## src/rtl/uart_display_arbiter.sv

```systemverilog
// uart_display_arbiter
//   Shares one four-digit seven-segment display between the UART RX and TX
//   paths. Each side has a single "latest byte wins" pending slot. Slots are
//   granted round-robin. The granted byte is converted to BCD by
//   shift-add-3, one bit per cycle, and then held on screen for at least
//   HOLD_CYCLES cycles.
// Ports
//   clk                 system clock, rising edge
//   reset               asynchronous active-low reset
//   rx_valid / rx_data  one-cycle strobe plus received byte
//   tx_valid / tx_data  one-cycle strobe plus transmitted byte
//   rx_ack / tx_ack     one-cycle pulse, the cycle after a source is granted
//   disp_digits         {source tag, hundreds, tens, ones}
//   disp_src            0 = RX shown, 1 = TX shown
//   disp_valid          high once a first conversion has completed
//   busy                high whenever the arbiter is not idle
module uart_display_arbiter #(
  parameter int HOLD_CYCLES = 50_000_000,
  parameter int HOLD_W      = 26
) (
  input  logic        clk,
  input  logic        reset,
  input  logic        rx_valid,
  input  logic [7:0]  rx_data,
  input  logic        tx_valid,
  input  logic [7:0]  tx_data,
  output logic        rx_ack,
  output logic        tx_ack,
  output logic [15:0] disp_digits,
  output logic        disp_src,
  output logic        disp_valid,
  output logic        busy
);

  typedef enum logic [1:0] {
    ST_IDLE = 2'd0,
    ST_CONV = 2'd1,
    ST_HOLD = 2'd2
  } state_t;

  // Source encoding shared by cur_src and last_src: 0 = RX, 1 = TX.
  localparam logic SRC_RX = 1'b0;
  localparam logic SRC_TX = 1'b1;

  // Add 3 to a BCD nibble that would overflow past 9 once it is doubled.
  function automatic logic [3:0] nib_adj(input logic [3:0] n);
    return (n >= 4'd5) ? (n + 4'd3) : n;
  endfunction

  // One shift-add-3 step over {bcd[11:0], byte[7:0]}.
  function automatic logic [19:0] dd_step(input logic [19:0] v);
    logic [19:0] a;
    a = {nib_adj(v[19:16]), nib_adj(v[15:12]), nib_adj(v[11:8]), v[7:0]};
    return {a[18:0], 1'b0};
  endfunction

  state_t           state_q, state_d;
  logic             rx_flag_q, rx_flag_d;
  logic [7:0]       rx_byte_q, rx_byte_d;
  logic             tx_flag_q, tx_flag_d;
  logic [7:0]       tx_byte_q, tx_byte_d;
  logic             last_src_q, last_src_d;
  logic             cur_src_q, cur_src_d;
  logic [7:0]       shift_q, shift_d;
  logic [11:0]      bcd_q, bcd_d;
  logic [2:0]       bit_cnt_q, bit_cnt_d;
  logic [HOLD_W-1:0] hold_cnt_q, hold_cnt_d;
  logic [15:0]      disp_digits_q, disp_digits_d;
  logic             disp_src_q, disp_src_d;
  logic             disp_valid_q, disp_valid_d;
  logic             rx_ack_q, rx_ack_d;
  logic             tx_ack_q, tx_ack_d;
  logic             busy_q, busy_d;
  logic             grant_rx_s, grant_tx_s;
  logic [19:0]      step_s;

  // Next-state, arbitration, conversion datapath and pending-slot update.
  always_comb begin
    state_d       = state_q;
    rx_flag_d     = rx_flag_q;
    rx_byte_d     = rx_byte_q;
    tx_flag_d     = tx_flag_q;
    tx_byte_d     = tx_byte_q;
    last_src_d    = last_src_q;
    cur_src_d     = cur_src_q;
    shift_d       = shift_q;
    bcd_d         = bcd_q;
    bit_cnt_d     = bit_cnt_q;
    hold_cnt_d    = hold_cnt_q;
    disp_digits_d = disp_digits_q;
    disp_src_d    = disp_src_q;
    disp_valid_d  = disp_valid_q;
    rx_ack_d      = 1'b0;
    tx_ack_d      = 1'b0;
    grant_rx_s    = 1'b0;
    grant_tx_s    = 1'b0;
    step_s        = dd_step({bcd_q, shift_q});

    case (state_q)
      ST_IDLE: begin
        // On a tie, the source not served last wins.
        if (rx_flag_q && (!tx_flag_q || (last_src_q == SRC_TX))) begin
          grant_rx_s = 1'b1;
          cur_src_d  = SRC_RX;
          last_src_d = SRC_RX;
          shift_d    = rx_byte_q;
          bcd_d      = 12'h000;
          bit_cnt_d  = 3'd0;
          rx_ack_d   = 1'b1;
          state_d    = ST_CONV;
        end else if (tx_flag_q) begin
          grant_tx_s = 1'b1;
          cur_src_d  = SRC_TX;
          last_src_d = SRC_TX;
          shift_d    = tx_byte_q;
          bcd_d      = 12'h000;
          bit_cnt_d  = 3'd0;
          tx_ack_d   = 1'b1;
          state_d    = ST_CONV;
        end else begin
          state_d = ST_IDLE;
        end
      end
      ST_CONV: begin
        bcd_d     = step_s[19:8];
        shift_d   = step_s[7:0];
        bit_cnt_d = bit_cnt_q + 3'd1;
        if (bit_cnt_q == 3'd7) begin
          disp_digits_d = {((cur_src_q == SRC_TX) ? 4'h2 : 4'h1), step_s[19:8]};
          disp_src_d    = cur_src_q;
          disp_valid_d  = 1'b1;
          hold_cnt_d    = HOLD_W'(HOLD_CYCLES - 1);
          state_d       = ST_HOLD;
        end else begin
          state_d = ST_CONV;
        end
      end
      ST_HOLD: begin
        if (hold_cnt_q == '0) begin
          state_d = ST_IDLE;
        end else begin
          hold_cnt_d = hold_cnt_q - HOLD_W'(1);
          state_d    = ST_HOLD;
        end
      end
      default: begin
        state_d = ST_IDLE;
      end
    endcase

    // A strobe on the granting edge takes priority over the grant's clear,
    // so the new byte stays pending.
    if (rx_valid) begin
      rx_flag_d = 1'b1;
      rx_byte_d = rx_data;
    end else if (grant_rx_s) begin
      rx_flag_d = 1'b0;
    end else begin
      rx_flag_d = rx_flag_q;
    end

    if (tx_valid) begin
      tx_flag_d = 1'b1;
      tx_byte_d = tx_data;
    end else if (grant_tx_s) begin
      tx_flag_d = 1'b0;
    end else begin
      tx_flag_d = tx_flag_q;
    end

    busy_d = (state_d != ST_IDLE);
  end

  // State and output registers with asynchronous active-low reset.
  always_ff @(posedge clk or negedge reset) begin
    if (!reset) begin
      state_q       <= ST_IDLE;
      rx_flag_q     <= 1'b0;
      rx_byte_q     <= 8'h00;
      tx_flag_q     <= 1'b0;
      tx_byte_q     <= 8'h00;
      last_src_q    <= SRC_TX;
      cur_src_q     <= SRC_RX;
      shift_q       <= 8'h00;
      bcd_q         <= 12'h000;
      bit_cnt_q     <= 3'd0;
      hold_cnt_q    <= '0;
      disp_digits_q <= 16'h0000;
      disp_src_q    <= 1'b0;
      disp_valid_q  <= 1'b0;
      rx_ack_q      <= 1'b0;
      tx_ack_q      <= 1'b0;
      busy_q        <= 1'b0;
    end else begin
      state_q       <= state_d;
      rx_flag_q     <= rx_flag_d;
      rx_byte_q     <= rx_byte_d;
      tx_flag_q     <= tx_flag_d;
      tx_byte_q     <= tx_byte_d;
      last_src_q    <= last_src_d;
      cur_src_q     <= cur_src_d;
      shift_q       <= shift_d;
      bcd_q         <= bcd_d;
      bit_cnt_q     <= bit_cnt_d;
      hold_cnt_q    <= hold_cnt_d;
      disp_digits_q <= disp_digits_d;
      disp_src_q    <= disp_src_d;
      disp_valid_q  <= disp_valid_d;
      rx_ack_q      <= rx_ack_d;
      tx_ack_q      <= tx_ack_d;
      busy_q        <= busy_d;
    end
  end

  assign rx_ack      = rx_ack_q;
  assign tx_ack      = tx_ack_q;
  assign disp_digits = disp_digits_q;
  assign disp_src    = disp_src_q;
  assign disp_valid  = disp_valid_q;
  assign busy        = busy_q;

endmodule
```

## config.mk

```make
export PLATFORM = sky130hd
export DESIGN_NAME = uart_display_arbiter
export DESIGN_NICKNAME = d
export VERILOG_FILES = /design/src/rtl/uart_display_arbiter.sv
export SDC_FILE = /design/constraint.sdc
export NUM_CORES = 1
export LEC_CHECK = 0
export ABC_AREA = 1
export BUFFER_PORTS_ARGS = -buffer_cell sky130_fd_sc_hd__buf_2
export CORE_AREA = 2 2 145 133
export DETAILED_ROUTE_END_ITERATION = 8
export DIE_AREA = 0 0 147 135
export PLACE_DENSITY_LB_ADDON = 0.25
export SYNTH_ARGS = -nofsm -noshare
export SYNTH_HDL_FRONTEND = slang
export SYNTH_SLANG_ARGS = --single-unit
```

## constraint.sdc

```tcl
create_clock -name clk -period 2 [get_ports clk]
set_input_delay 0.4 -clock clk [delete_from_list [all_inputs] [get_ports clk]]
set_output_delay 0.4 -clock clk [all_outputs]
set_load 0.03 [all_outputs]
```

==> results of run 1 <==
how the worst max path moves through the flow:
stage | endpoint | slack [ns] | cells after the start
finish | hold_cnt_q[14]$_DFFE_PN0P_ | 0.29 | 9
global route | hold_cnt_q[6]$_DFFE_PN0P_ | 0.14 | 9
CTS | hold_cnt_q[8]$_DFFE_PN0P_ | 0.28 | 9
detailed placement | hold_cnt_q[1]$_DFFE_PN0P_ | 0.30 | 9
global placement | hold_cnt_q[0]$_DFFE_PN0P_ | 0.32 | 9
floorplan | hold_cnt_q[25]$_DFFE_PN0P_ | 0.24 | 11
Yosys cell counts (2+ instances only):
| master | instances |
|---|---|
| nor2_2 | 4 |
| nor2_4 | 2 |
| nand4_1 | 6 |
| o22ai_1 | 14 |
| xor2_1 | 7 |
| nor3_1 | 4 |
| buf_4 | 3 |
| nand3b_1 | 2 |
| dfrtp_1 | 88 |
| buf_6 | 2 |
| inv_2 | 6 |
| buf_2 | 3 |
| nor2_1 | 52 |
| clkbuf_1 | 10 |
| nand2_1 | 167 |
| a22oi_1 | 5 |
| a21oi_1 | 6 |
| a22o_1 | 2 |
| o21ai_1 | 24 |
| nand3_1 | 44 |
| inv_1 | 56 |
| or2_2 | 2 |
| ha_1 | 9 |
| o21ai_0 | 41 |
layer usage:
metal  vias to the layer above  wire, microns  track usage [%]
met2                        69           4950             18.4
met4                         0            154             3.58
met5                         -              0                0
met1                      1787           5270             15.3
met3                        14            397             3.38
li1                       1926              -                -
flip-flops by register name, summed over array words and instances (netlist names), 2 cells and up:
signal	cells
hold_cnt_q	26
disp_digits	13
bcd_q	12
rx_byte_q	8
shift_q	8
tx_byte_q	8
bit_cnt_q	3
state_q	2
worst reg2reg max path, cell delays in order, from the launching register on:
cell	delay (ns)
dfrtp_1	0.45
nor2_2	0.14
nand2_1	0.13
nor2_4	0.19
nand2_1	0.13
o21ai_4	0.15
nand2_2	0.06
buf_4	0.20
nand2_1	0.09
o21ai_1	0.06
cell usage in the layout, fill, tap and decap left out, types with 2 or more instances in the layout:
master	n
nor2_1	52
clkbuf_16	9
nor2_2	4
nor2_4	2
a22oi_1	5
o21ai_1	24
or2_2	2
inv_6	3
buf_4	15
conb_1	2
dfrtp_1	88
o22ai_1	14
a21oi_1	6
xor2_1	7
nand4_1	6
a22o_1	2
nand3b_1	2
ha_1	9
nor3_1	4
nand3_1	44
inv_2	6
nand2_1	167
o21ai_0	41
inv_1	56
buf_2	37
where the power goes:
group          total, mW  switching (mW)  internal, mW  leakage [nW]
sequential          2.06          0.0955          1.97          1.06
combinational      0.798           0.544         0.253          1.44
clock               1.66           0.772         0.891         0.140
total               4.52            1.41          3.11          2.64
cell families after synthesis:
family	Yosys count	synth area share [%]
buffers and inverters	80	7.36
AOI/OAI and AO/OA	95	11.9
xor gates and xnor gates	8	1.56
DFF	89	49.7
adders and majority gates	9	2.51
and+or+nand+nor	286	26.9
other	1	0.0836
stage by stage:
| stage | std cells | worst slack, ns | util [%] | area, sq um |
|---|---|---|---|---|
| floorplan | 569 | 0.245 | - | 4490 |
| detailed placement | 849 | 0.297 | 27.5 | 5020 |
| CTS | 865 | 0.279 | 29.1 | 5310 |
| global placement | 849 | 0.318 | 27.5 | 5020 |
| finish | 865 | 0.290 | 29.1 | 5310 |
| global route | 865 | 0.144 | 29.1 | 5310 |
layout make-up:
class	count	area [sq um]	area share [%]
inverter	62	233	4.39
sequential	89	2230	42.0
tap	245	307	5.78
timing repair buffer	53	318	5.99
clock inverter	6	47.5	0.896
clock buffer	10	239	4.50
multi-input combinational	400	1930	36.4
==> results.toml, run 1 <==
[clock_network]
cts.htree.levels = 3
numCtsBuffers = 9
clock_latency_ns = 0.35
postCtsHoldBufs = 0
cts_setup_buffers = 0
cts-root-buf = "clkbuf_16"
cts_tree = "done"
clock-sinks = 89
clk_path_buf_depth = 2
cts_resized = 0
cts.clk_slew.worst_paths_ns = 0.07

[hold_path]
hold_class = "in2async"

[sta]
tightestPinTransition_ns = 0.562
finalSetupTns_ns = 0
slew_viol_final = 0
min_period_over_period_pct = 85.5
maxSlewHeadroom_pct = 62.6
setup_violations = 0
min_period_ns = 1.71
rsz0062_at_grt = "false"
hold_viol = 0
max_freq_mhz = 585
hold_ws_ns = 0.0431
finClkSkew_ns = 0.00626

[floorplanning]
design.die.area_sq_um = 19800
core-area_sq_um = 18200
die_h_microns = 135
io_pins = 41
start_util_pct = 24.6
die_x_microns = 147
core.rowCount = 47

[grt]
grt_pass1_vias = 3798
grt_pass1_wl_mm = 18.5
track_usage_pct = 11.6
grt-ovfl-total = 0
grt_antenna_before_repair = 0
grt_start_max_net_pins = 44

[critical_path]
arrival_ns = 1.94
worstPathMaxFanout = 20
crit_path_frequent_cell = "nand2_1"
r2r-end = "hold_cnt_q[14]$_DFFE_PN0P_"
crit_chain = "nor2_2, nand2_1, nor2_4, nand2_1, o21ai_4, nand2_2, buf_4, nand2_1, o21ai_1"
worstPathRequired_ns = 2.23
path_buf_inv = 1
rr_startpoint = "hold_cnt_q[12]$_DFFE_PN0P_"
reg2regPathDepth = 9
critPathMaxStageDelay_ns = 0.45
worstSetupEndpointType = "register"
slowest_stage = "dfrtp_1"
crit_type = "reg2reg"
crit_start = "hold_cnt_q[12]$_DFFE_PN0P_"
path_delay_family = "simple AND/OR/NAND/NOR gates"
start_kind = "register"
ff2ff_setup_slack_ns = 0.29

[synth]
yosysSeqAreaShare_pct = 49.7
synth_top_area_cell = "dfrtp_1"
synth_edf_count = 0
synth_top_area_share_pct = 49.1
post_synth.cell_area_avg_sq_um = 7.90
synth.distinct_cells = 33
ys_warn_count = 0
synth_cells = 568
ys.flop_type = "dfrtp_1"
synth-async-reset-ratio_pct = 100
syn_area_sq_um = 4490
synthTopCellsByArea = "dfrtp_1 49%, nand2_1 14%, nand3_1 4.9%, inv_1 4.7%, o21ai_0 4.6%"
ys_ff_latch = 89

[flow_run]
maxCapViolCount = 0

[place]
gp_congestion = 0.868
dp_hpwl_mm = 7.85
io_buffers = 38

[routing]
drt-initial-drc-count = 232
via_per_inst = 4.39
dr.pass1.iters = 5
num_vias = 3796
wire_per_inst_microns = 12.5
detail-route-antenna-nets = 0
drc = 0
routed_wl_mm = 10.8

[pwr]
irDropWorstVdd_v = 0.000601
p_leak_nw = 2.64
p_total_mw = 4.52
powerDensity_nw_per_um2 = 852

[run_status]
status = "finished, final reports clean"

[finish]
area_growth_pct = 18.2
drive_above_1_share_pct = 14.2
antennaDiodeCount = 0
nFillCells = 2005
fin_nets = 644
Power figures use the tool's default switching activity.
==> inputs of run 2 (changes only) <==
--- a/config.mk
+++ b/config.mk
@@ -5,11 +5,10 @@
 export SDC_FILE = /design/constraint.sdc
 export NUM_CORES = 1
 export LEC_CHECK = 0
-export ABC_AREA = 1
 export BUFFER_PORTS_ARGS = -buffer_cell sky130_fd_sc_hd__buf_2
-export CORE_AREA = 2 2 145 133
+export CORE_AREA = 2 2 122 112
 export DETAILED_ROUTE_END_ITERATION = 8
-export DIE_AREA = 0 0 147 135
+export DIE_AREA = 0 0 124 114
 export PLACE_DENSITY_LB_ADDON = 0.25
 export SYNTH_ARGS = -nofsm -noshare
 export SYNTH_HDL_FRONTEND = slang
==> run 2 against run 1 <==
The run now ends with setup timing left. Combinational power down 7.3%. Cell count down 25%. Clock power about the same. Clock-buffer cell count down 1.
==> results.toml, run 2 <==
[finish]
final_cell_mix = "88 x dfrtp_1, 50 x buf_4, 44 x nand2_1"
final_common_cell = "dfrtp_1"
area_growth_pct = 28.7
fin_util_pct = 41.5
largest_register_ffs = 26
regMostFlops = "hold_cnt_q"
multiInputGateArea_sq_um = 1990
fin_nets = 505
drive_above_1_share_pct = 33.5
nFillCells = 1264
regArea_sq_um = 2230
antennaDiodeCount = 0

[clock_network]
clock-sinks = 89
numCtsBuffers = 9
cts.clk_slew.worst_paths_ns = 0.07
postCtsHoldBufs = 0
clk_path_buf_depth = 2
cts-root-buf = "clkbuf_16"
cts_tree = "done"
cts.htree.levels = 3
clock_latency_ns = 0.34

[synth]
synth-async-reset-ratio_pct = 100
synth.distinct_cells = 54
post_synth.cell_area_avg_sq_um = 10.6
synthTopCellsByArea = "dfrtp_1 53%, mux2_2 5.1%, o21ai_0 4.7%, nand2_1 3.9%, mux2i_1 2.9%"
ys.flop_type = "dfrtp_1"
synth_cells = 394
synth_edf_count = 0
yosysSeqAreaShare_pct = 53.1
syn_area_sq_um = 4190
ys_warn_count = 0
synth_top_area_share_pct = 52.5
synth.most_common_cell = "dfrtp_1"
ys_ff_latch = 89
synth_top_area_cell = "dfrtp_1"
synthTopCellsByCount = "88 x dfrtp_1, 44 x nand2_1, 39 x o21ai_0"

[sta]
finClkSkew_ns = 0.00390
max_freq_mhz = 483
tightestPinTransition_ns = 0.652
maxSlewHeadroom_pct = 56.3
hold_ws_ns = 0.0803
rsz0062_at_grt = "true"
min_period_ns = 2.07
worst_slack_ns = -0.0691
hold_viol = 0
setup_violations = 5
slew_viol_final = 0
min_period_over_period_pct = 103

[critical_path]
worstSetupEndpointType = "register"
start_kind = "register"
worstPathRequired_ns = 2.28
worstPathMaxFanout = 6
crit_type = "reg2reg"
arrival_ns = 2.35

[routing]
via_per_inst = 4.87
met1_length_mm = 4.38
drc = 0
dr.pass1.iters = 4
routed_wl_mm = 9.09
detail-route-antenna-nets = 0
wl_met2_mm = 4.31
routed-wl-met3_microns = 356
top_layer = "met4"
num_vias = 3163
drt-initial-drc-count = 152
wire_per_inst_microns = 14.0

[run_status]
violations = "setup timing"
status = "finished with violations"

[grt]
grt_pass1_wl_mm = 15.4
grt-ovfl-total = 0
grt_antenna_before_repair = 0
track_usage_pct = 13.7
grt_start_max_net_pins = 90
grt_pass1_vias = 3296

[floorplanning]
die_x_microns = 124
die_h_microns = 114
core.rowCount = 40
core-area_sq_um = 13000
start_util_pct = 32.2
design.die.area_sq_um = 14100
io_pins = 41

[pwr]
powerDensity_nw_per_um2 = 824
p_leak_nw = 2.34
irDropWorstVdd_v = 0.000480

[hold_path]
hold_class = "in2async"

[place]
gp_congestion = 0.786
dp_hpwl_mm = 5.96
io_buffers = 38

[flow_run]
maxCapViolCount = 0
-- run 2: report_power, final --
group          internal (mW)  leakage [nW]  switching, mW
clock network          0.866         0.135          0.759
registers               1.96          1.06          0.123
logic                  0.289          1.14          0.451
-- run 2: cell families after synthesis --
logic type	synth area share, %
simple gates	16.1
compound gates	14.5
xor+xnor	1.88
other cells	0.0894
flops	53.1
mux	7.97
fa+ha+maj	2.69
buf+inv	3.64
-- run 2: metrics by stage --
step                      instance area (sq um)  instances  TNS [ns]  setup slack (ns)  power [mW]
after CTS                                  5260        645   -0.0897           -0.0591        4.50
after global routing                       5400        649     -1.27            -0.105        4.71
final                                      5400        649    -0.125           -0.0691        4.45
after floorplan                            4200        395   -0.0906           -0.0480        2.62
after global placement                     4880        627    -0.704            -0.152        2.84
after detailed placement                   4880        627    -0.998            -0.168        2.87
-- run 2: worst max-delay path: stages (launching register included) --
cell and delay (ns):
dfrtp_1 0.38, or4_4 0.54, or3_4 0.44, nor2_8 0.13
or4b_1 0.43, nand3_1 0.09
-- run 2: cell type report --
type                       count  share of cell area, %
multi-input combinational    272                   36.8
clock inverter                 7                   1.14
tap                          168                   3.89
sequential                    89                   41.3
clock buffer                   9                   4.17
inverter                      11                  0.765
timing repair buffer          93                   12.0
-- run 2: per-layer routing --
layer	global-route usage (%)	up-vias
met5	0	-
met4	4.04	0
met3	3.20	6
met2	21.9	50
met1	18.5	1525
li1	-	1582
-- run 2: repair_timing --
action	CTS	global route
gates cloned	0	0
gates resized for setup	17	21
endpoints found under the setup margin	17	24
pin swaps	1	9
setup buffers	2	4
endpoints found under the hold margin	0	0
-- run 2: path summary, 6_finish.rpt --
check / startpoint / to / slack [ns] / cells past startpoint
max: hold_cnt_q[16]$_DFFE_PN0P_ / hold_cnt_q[19]$_DFFE_PN0P_ / -0.07 / 5
min: reset / hold_cnt_q[0]$_DFFE_PN0P_ / 0.08 / 2
max reg2reg: hold_cnt_q[16]$_DFFE_PN0P_ / hold_cnt_q[19]$_DFFE_PN0P_ / -0.07 / 5
min reg2reg: disp_valid$_DFFE_PN0P_ / disp_valid$_DFFE_PN0P_ / 0.47 / 1
max in group asynchronous: reset / last_src_q$_DFFE_PN1P_ / 1.52 / 2
min in group clk: tx_data[2] / tx_byte_q[2]$_DFFE_PN0P_ / 0.29 / 2
==> inputs of run 3 (changes only) <==
--- a/config.mk
+++ b/config.mk
@@ -9,7 +9,7 @@
 export CORE_AREA = 2 2 122 112
 export DETAILED_ROUTE_END_ITERATION = 8
 export DIE_AREA = 0 0 124 114
-export PLACE_DENSITY_LB_ADDON = 0.25
+export PLACE_DENSITY = 0.55
 export SYNTH_ARGS = -nofsm -noshare
 export SYNTH_HDL_FRONTEND = slang
 export SYNTH_SLANG_ARGS = --single-unit
==> run 3 against run 2 <==
The run still ends with setup timing left. Fmax is 1.0% lower. Combinational power fell by 0.5%. Cell count grew 1.8%. Critical path type unchanged. Highest routed layer unchanged.
==> results.toml, run 3 (synthesis results as in run 2) <==
[sta]
hold_viol = 0
finClkSkew_ns = 0.00750
tightestPinTransition_ns = 0.662
worst_slack_ns = -0.0906
rsz0062_at_grt = "true"
max_freq_mhz = 478
min_period_ns = 2.09
maxSlewHeadroom_pct = 55.9
slew_viol_final = 0
finalSetupTns_ns = -0.269
min_period_over_period_pct = 105
setup_violations = 7

[floorplanning]
design.die.area_sq_um = 14100
core-area_sq_um = 13000
start_util_pct = 32.2
die_h_microns = 114
io_pins = 41
core.rowCount = 40
die_x_microns = 124

[critical_path]
crit_type = "reg2reg"
crit_start = "hold_cnt_q[14]$_DFFE_PN0P_"
worstPathRequired_ns = 2.28
worstPathMaxFanout = 6
rr_startpoint = "hold_cnt_q[14]$_DFFE_PN0P_"
worstSetupEndpointType = "register"
start_kind = "register"
arrival_ns = 2.37

[grt]
grt_antenna_before_repair = 0
track_usage_pct = 13.6
grt_pass1_wl_mm = 15.2
grt_start_max_net_pins = 48
grt_pass1_vias = 3167
grt-ovfl-total = 0

[clock_network]
clock-sinks = 89
cts-root-buf = "clkbuf_16"
cts.clk_slew.worst_paths_ns = 0.07
numCtsBuffers = 9
cts.htree.levels = 3
clk_path_buf_depth = 2
clock_latency_ns = 0.34
cts_tree = "done"

[finish]
regMostFlops = "hold_cnt_q"
fin_area_sq_um = 5480
area_growth_pct = 30.6
final_cell_mix = "88 x dfrtp_1, 61 x buf_4, 44 x nand2_1"
fin_nets = 517
antennaDiodeCount = 0
final_cell_count_no_fill = 661
largest_register_ffs = 26
drive_above_1_share_pct = 34.5
final_common_cell = "dfrtp_1"

[place]
io_buffers = 38
dp_worst_setup_slack_ns = -0.175
dp_hpwl_mm = 6.23
place_area_sq_um = 4930
gp_congestion = 0.796
place_inst = 634

[pwr]
p_clk_share_pct = 36.4
swShare_pct = 29.7
p_leak_nw = 2.40
p_sw_mw = 1.31
combPwrFrac_pct = 16.6
p_int_mw = 3.12
seqPwrFrac_pct = 47.0
irDropWorstVdd_v = 0.000396
powerDensity_nw_per_um2 = 809

[routing]
num_vias = 3262
drc = 0
dr.pass1.iters = 4
drt-initial-drc-count = 171
via_per_inst = 4.93
routed_wl_mm = 9.25
wire_per_inst_microns = 14.0
detail-route-antenna-nets = 0

[hold_path]
hold_class = "in2reg"
holdCritStartpoint = "tx_data[2]"

[run_status]
status = "finished with violations"
violations = "setup timing"

[flow_run]
maxCapViolCount = 0
==> run 3: metrics by stage <==
step | utilization (%) | hold WS [ns] | power (mW)
final | 42.1 | 0.288 | 4.43
after global routing | 42.1 | 0.270 | 4.71
after CTS | 40.7 | 0.280 | 4.50
after detailed placement | 37.9 | 0.355 | 2.86
after global placement | 37.9 | 0.359 | 2.84
after floorplan | - | 0.104 | 2.62
==> run 3: power by group through the flow <==
stage,Combinational (mW),Sequential (mW),Clock (mW)
finish,0.736,2.08,1.61
CTS,0.751,2.08,1.67
detailed placement,0.746,2.12,0
global route,0.833,2.11,1.77
global placement,0.725,2.11,0
floorplan,0.397,2.23,0
==> run 3: final cells by class <==
type | instances | area (sq um)
Fill cell | 1279 | 7530
Sequential cell | 89 | 2230
Multi-Input combinational cell | 273 | 1980
Timing Repair Buffer | 104 | 727
Clock buffer | 9 | 225
Tap cell | 168 | 210
Clock inverter | 7 | 61.3
Inverter | 11 | 41.3
==> run 3: worst paths after layout <==
check / endpoint / slack [ns] / depth (start not counted)
worst min register to register: disp_valid$_DFFE_PN0P_ / 0.46 / 1
worst min-delay path: tx_byte_q[2]$_DFFE_PN0P_ / 0.29 / 2
max in group asynchronous: disp_digits[7]$_DFFE_PN0P_ / 0.82 / 3
worst max-delay path: hold_cnt_q[19]$_DFFE_PN0P_ / -0.09 / 5
worst max register to register: hold_cnt_q[19]$_DFFE_PN0P_ / -0.09 / 5
min in group asynchronous: hold_cnt_q[0]$_DFFE_PN0P_ / 0.52 / 2
==> run 3: metal layers <==
layer	vias up	routed length [microns]	GRT usage [%]
met5	-	0	0
met4	0	116	4.34
met3	11	370	3.15
met2	65	4380	21.0
met1	1570	4390	18.9
li1	1616	-	-
==> run 3: repair_timing <==
action                     4_1_cts  5_1_grt
setup endpoints to repair       23       26
hold endpoints to repair        26        0
gates resized for setup         13       20
hold buffers                     1        0
pin swaps                        2        6
setup buffers                    2        8
cloned                           0        1
==> run 3: critical path: stages (launching register included) <==
cell	delay, ns
dfrtp_1	0.38
or4_4	0.56
or3_4	0.43
nor2_8	0.11
or4b_4	0.46
nand3_1	0.09
